$ cat config.mk
export PLATFORM = sky130hd
export DESIGN_NAME = das_ram
export DESIGN_NICKNAME = d
export VERILOG_FILES = /design/src/rtl/das_ram.sv
export SDC_FILE = /design/constraint.sdc
export NUM_CORES = 2
export LEC_CHECK = 0
export ABC_AREA = 1
export BUFFER_PORTS_ARGS = -buffer_cell sky130_fd_sc_hd__buf_2
export CORE_MARGIN = 2
export CORE_UTILIZATION = 40
export CTS_BUF_LIST = sky130_fd_sc_hd__clkbuf_2
export DETAILED_ROUTE_END_ITERATION = 16
export PLACE_DENSITY_LB_ADDON = 0.2
export SYNTH_ARGS = -nofsm -noshare
export SYNTH_HDL_FRONTEND = slang
export SYNTH_SLANG_ARGS = --single-unit
$ cat constraint.sdc
create_clock -name clk -period 15.49 [get_ports clk]
set_input_delay 0.7745 -clock clk [delete_from_list [all_inputs] [get_ports clk]]
set_output_delay 0.7745 -clock clk [all_outputs]
set_load 0.005 [all_outputs]
$ cat src/rtl/das_ram.sv
// Single-port RAM behind an IDLE/BUSY/DONE request handshake.
// Requests are captured in IDLE, committed on the BUSY exit edge, and acknowledged in DONE.
module das_ram #(
  parameter int unsigned ADDR_WIDTH = 9,
  parameter int unsigned DATA_WIDTH = 8
) (
  output logic [DATA_WIDTH-1:0] DataOut,
  output logic                  MOC,
  input  logic                  Enable,
  output logic                  MOV,
  input  logic                  ReadWrite,
  input  logic [ADDR_WIDTH-1:0] Address,
  input  logic [DATA_WIDTH-1:0] DataIn,
  input  logic                  clk,
  input  logic                  rst_n
);
  localparam int unsigned DEPTH = 2 ** ADDR_WIDTH;

  typedef enum logic [1:0] {
    IDLE = 2'd0,
    BUSY = 2'd1,
    DONE = 2'd2
  } state_t;

  state_t                r_state;
  state_t                w_next;
  logic [ADDR_WIDTH-1:0] r_addr;
  logic                  r_rw;
  logic [DATA_WIDTH-1:0] r_din;
  logic [DATA_WIDTH-1:0] r_dout;
  logic                  r_moc;
  logic                  r_mov;
  logic                  w_capture;
  logic                  w_commit;

  // Storage is not reset so backdoor-preloaded contents survive rst_n.
  logic [DATA_WIDTH-1:0] Mem [DEPTH];

  always_ff @(posedge clk or negedge rst_n) begin
    if (!rst_n) r_state <= IDLE;
    else        r_state <= w_next;
  end

  // DONE only exits once Enable is seen low, so a held Enable cannot retrigger.
  always_comb begin
    w_next    = r_state;
    w_capture = 1'b0;
    w_commit  = 1'b0;
    case (r_state)
      IDLE: begin
        if (Enable) begin
          w_next    = BUSY;
          w_capture = 1'b1;
        end
      end
      BUSY: begin
        w_next   = DONE;
        w_commit = 1'b1;
      end
      DONE: begin
        if (!Enable) w_next = IDLE;
      end
      default: w_next = IDLE;
    endcase
  end

  always_ff @(posedge clk or negedge rst_n) begin
    if (!rst_n) begin
      r_addr <= '0;
      r_rw   <= 1'b0;
      r_din  <= '0;
    end else if (w_capture) begin
      r_addr <= Address;
      r_rw   <= ReadWrite;
      r_din  <= DataIn;
    end
  end

  // Status flags are registered against the next state so they align with DONE.
  always_ff @(posedge clk or negedge rst_n) begin
    if (!rst_n) begin
      r_moc  <= 1'b0;
      r_mov  <= 1'b0;
      r_dout <= '0;
    end else begin
      r_moc <= (w_next == DONE);
      r_mov <= (w_next == DONE) && r_rw;
      if (w_commit && r_rw) r_dout <= Mem[r_addr];
    end
  end

  always_ff @(posedge clk) begin
    if (w_commit && !r_rw) Mem[r_addr] <= r_din;
  end

  assign DataOut = r_dout;
  assign MOC     = r_moc;
  assign MOV     = r_mov;
endmodule

* After elaboration in Yosys (flattened, before gate mapping)
Memory sizes are Yosys's and may differ from the RTL's. A register that Yosys moved wholly into a read port is not among the register bits. Index checks and enable logic that the tools add are counted.
Word-level totals: bits in registers 22, memory bits (writable) 4096, input bits 21, logic and storage cells 24, memories kept 1
Memory list:
- Mem | depth 512, width 8, read ports 1, clocked after Yosys merged registers in 1, write ports 1, line 37 | logic [DATA_WIDTH-1:0] Mem [DEPTH];
Cells by class: equality and inequality tests 3, muxes and demuxes 8, reduce and logical (&&, ||, !) cells 6
Operators with widths (count):
- 2-bit case mux with 3 select lines | 1
- 1-bit two-way mux | 5
- 2-bit == test (second input constant) | 2
- 2-bit two-way mux | 2
- 1-bit logical AND | 3
- 2-bit by 1-bit == test with 1-bit output (second input constant) | 1
- 1-bit logical NOT | 2
- 2-bit logical NOT | 1

* Longest topological paths before layout
depth after elaboration 5, mapped depth 20, depth with buffers taken out 17

* Least setup slack after synthesis
No wires, ideal clock.
path type register to register, start point register r_din[0], end point memory Mem[0][0], data pin, data arrival time 6.064 ns, required time 14.085 ns, setup slack 8.021 ns, stages on the path, launching flop included 1, path through dfrtp_1
RTL lines:
- start, declared | line 29 | logic [DATA_WIDTH-1:0] r_din;
- start signal, assigned | line 75 | r_din <= DataIn;
- end, declared | line 37
Straight into the memory's write port.

==> impl_metrics.py <==
metrics = {
    "status": {
        "status": "complete, no violations",
    },
    "logic_synthesis": {
        "ys.flop_type": "edfxtp_1",
        "postSynthCellCount": 14100,
        "ys_seq_elements": 4126,
        "yosysMostFrequentCell": "nand2_1",
        "syn_avg_cell_area_um2": 11.6,
        "syn_nets": 14100,
        "yosys.area.top_type": "edfxtp_1",
        "synth_area_leaders": "edfxtp_1, nand2_1, nor2_1, nand4_1, buf_2",
        "syn_area_mm2": 0.164,
        "yosysTopAreaCellShare": 0.750,
        "yosysUniqueCellTypes": 26,
        "synth_edf_count": 4096,
        "yosys-top-cells-count": "nand2_1, edfxtp_1, nor2_1",
        "synthArstFlopShare": 0.00727,
        "yosys_warnings": 0,
        "ys_seq_area_frac": 0.755,
    },
    "min_path": {
        "hold_end": "r_state[1]$_DFF_PN0_",
        "whs_path_depth": 5,
        "hp-class": "in2reg",
        "min_from": "Enable",
    },
    "placed_design": {
        "placed_area_mm2": 0.170,
        "dpl.hpwl_mm": 272,
        "portBuffers": 30,
        "placedCellCount": 19000,
        "pre_cts_slack_ns": 9.55,
        "place.gp.congestion": 0.803,
    },
    "grt": {
        "antenna_found_initial": 29,
        "grt_start_max_net_pins": 170,
        "grt_pass1_vias": 106000,
        "grt_pass1_wl_mm": 725,
        "grt.overflow.total": 0,
        "grt_usage": 0.240,
    },
    "floorplanning": {
        "start_util": 0.401,
        "core_mm2": 0.409,
        "io_pins": 31,
        "die_w_um": 644,
        "die_y_um": 644,
        "rows": 235,
        "dieArea_mm2": 0.415,
    },
    "critical_path": {
        "critPathLaunchType": "flip-flop",
        "worstSetupPathType": "reg2reg",
        "slowest_stage": "dfrtp_4",
        "end_kind": "flip-flop",
        "timing.rr.start": "r_addr[1]$_DFFE_PN0P_",
        "path_max_fanout": 112,
        "path_cells": "nand2_1 > inv_8 > buf_4 > buf_4 > buf_12 > nand2_1 > nand2_1 > o21ai_0 > nand2_1 > nor2_1 > nor2_1 > nor2_1 > nand2_1 > nand2_1 > nand2_1 > nor2_1 > a21oi_1",
        "r2r_slack_ns": 9.42,
        "cp_top_family": "buffers and inverters",
        "path_common_cell": "nand2_1",
        "arrival_ns": 8.10,
        "r2r_cells": 17,
        "crit_buf_inv": 4,
        "crit_required_ns": 17.51,
        "r2r_end": "DataOut[4]$_DFFE_PN0P_",
        "max_stage_delay_ns": 1.09,
    },
    "sta": {
        "tns_ns": 0,
        "slew_headroom": 0.140,
        "max_slew.worst_pin.slew_ns": 1.29,
        "finalMaxSlewViolations": 0,
        "hold_violations": 0,
        "fmax_mhz": 165,
        "fin_skew_ns": 0.231,
        "period_share": 0.392,
        "finalSetupViolations": 0,
        "holdWs_ns": 0.364,
        "rsz0062_at_grt": "no",
        "setup_ws_ns": 9.42,
        "min_period_ns": 6.07,
    },
    "pwr": {
        "p_leak_nw": 66.7,
        "p_per_area_mw_per_mm2": 181,
        "total_power_mw": 32.6,
        "irDropWorstVdd_v": 0.000193,
    },
    "cts": {
        "cts.sinks": 4126,
        "root_buffer": "clkbuf_2",
        "tritoncts": "yes",
        "clockBufferDepth": 5,
        "numCtsBuffers": 1140,
        "insertion_delay_ns": 2.32,
        "post_cts_resized": 0,
        "htree_levels": 7,
        "clk_pin_slew_ns": 0.09,
    },
    "final_layout": {
        "fillCellCount": 38800,
        "layout.nets": 14800,
        "post-route-util": 0.439,
        "final_area_mm2": 0.180,
        "fin_cells": 20900,
        "areaGrowthSynthToFinish_pct": 9.58,
        "drive_gt1_frac": 0.128,
    },
    "routing": {
        "routed_wl_mm": 500,
        "first_pass_iters": 6,
        "route.detailed.drc": 0,
        "vias": 109000,
        "wl_per_cell_um": 23.9,
        "vias_per_cell": 5.20,
        "ant_nets": 0,
        "drt_iter0_markers": 10600,
    },
    "flow_run": {
        "drv_cap": 0,
    },
}
-- logic make-up after synthesis --
logic type,Yosys count,synth area share
AND/OR/NAND/NOR,8720,0.209
flip-flops,4126,0.755
buffers and inverters,791,0.0213
AO/OA/AOI/OAI,441,0.0143
-- cell type report --
cell class	count	area [um^2]	area share
clock inverters	177	1060	0.00593
repair buffers	303	2690	0.0150
clock buffers	1627	8140	0.0453
inverters	36	183	0.00102
flip-flops and latches	4126	124000	0.689
well taps	5451	6820	0.0380
diodes	22	55.1	0.000307
multi-input cells	9161	36900	0.205
-- layer usage --
metal  vias up  share of wire  track usage
met4         2          0.033       0.0988
li1      49900              -            -
met2      4341           0.47        0.383
met1     53600           0.42        0.323
met5         -       0.000026            0
met3       852          0.072       0.0439
-- power by group --
group	switching [mW]	internal [mW]
combinational	8.66	2.28
sequential	0.326	13.9
clock	4.42	2.99
total	13.4	19.2
-- how the worst max path moves through the flow --
stage | startpoint | end | slack, ns | depth (start not counted)
after floorplan | r_din[0]$_DFFE_PN0P_ | Mem[0][0]$_DFFE_PP_ | 8.02 | 0
after global placement | r_addr[0]$_DFFE_PN0P_ | DataOut[4]$_DFFE_PN0P_ | 9.59 | 17
after detailed placement | r_addr[1]$_DFFE_PN0P_ | DataOut[4]$_DFFE_PN0P_ | 9.55 | 17
after CTS | r_addr[1]$_DFFE_PN0P_ | DataOut[4]$_DFFE_PN0P_ | 9.41 | 17
after global routing | r_addr[1]$_DFFE_PN0P_ | DataOut[4]$_DFFE_PN0P_ | 9.17 | 17
final | r_addr[1]$_DFFE_PN0P_ | DataOut[4]$_DFFE_PN0P_ | 9.42 | 17
-- timing repair --
item | in CTS | in global routing
hold endpoints to repair | 52 | 0
hold buffers | 79 | 0
buffers inserted | 0 | 0
setup endpoints to repair | 0 | 0
-- tightest hold or removal path, delay by kind of cell --
family / cells / cell delay, ns
AOI/OAI and AO/OA: 1 / 0.13
and+or+nand+nor: 1 / 0.18
buffers and inverters: 3 / 1.32
-- cell usage in the layout (no fill, tap or decap), drive strengths merged --
master       instances
buf                225
nor2              1067
a22oi               56
nand2             6948
nor3                11
nand3              175
edfxtp            4096
o21bai               1
clkbuf            1627
inv                 60
or2                  8
a21oi              165
and2                 1
dlygate4sd3         78
o21ai              219
diode               22
nand4              510
clkinv             139
dfrtp               30
bufinv              14
-- sequential cells by signal (all words and copies together), names as in the netlist --
register	flops
DataOut	8
Mem	4096
r_addr	9
r_rw	1
MOV	1
r_din	8
r_state	2
MOC	1
No activity file was read; power rests on OpenSTA's default activity.
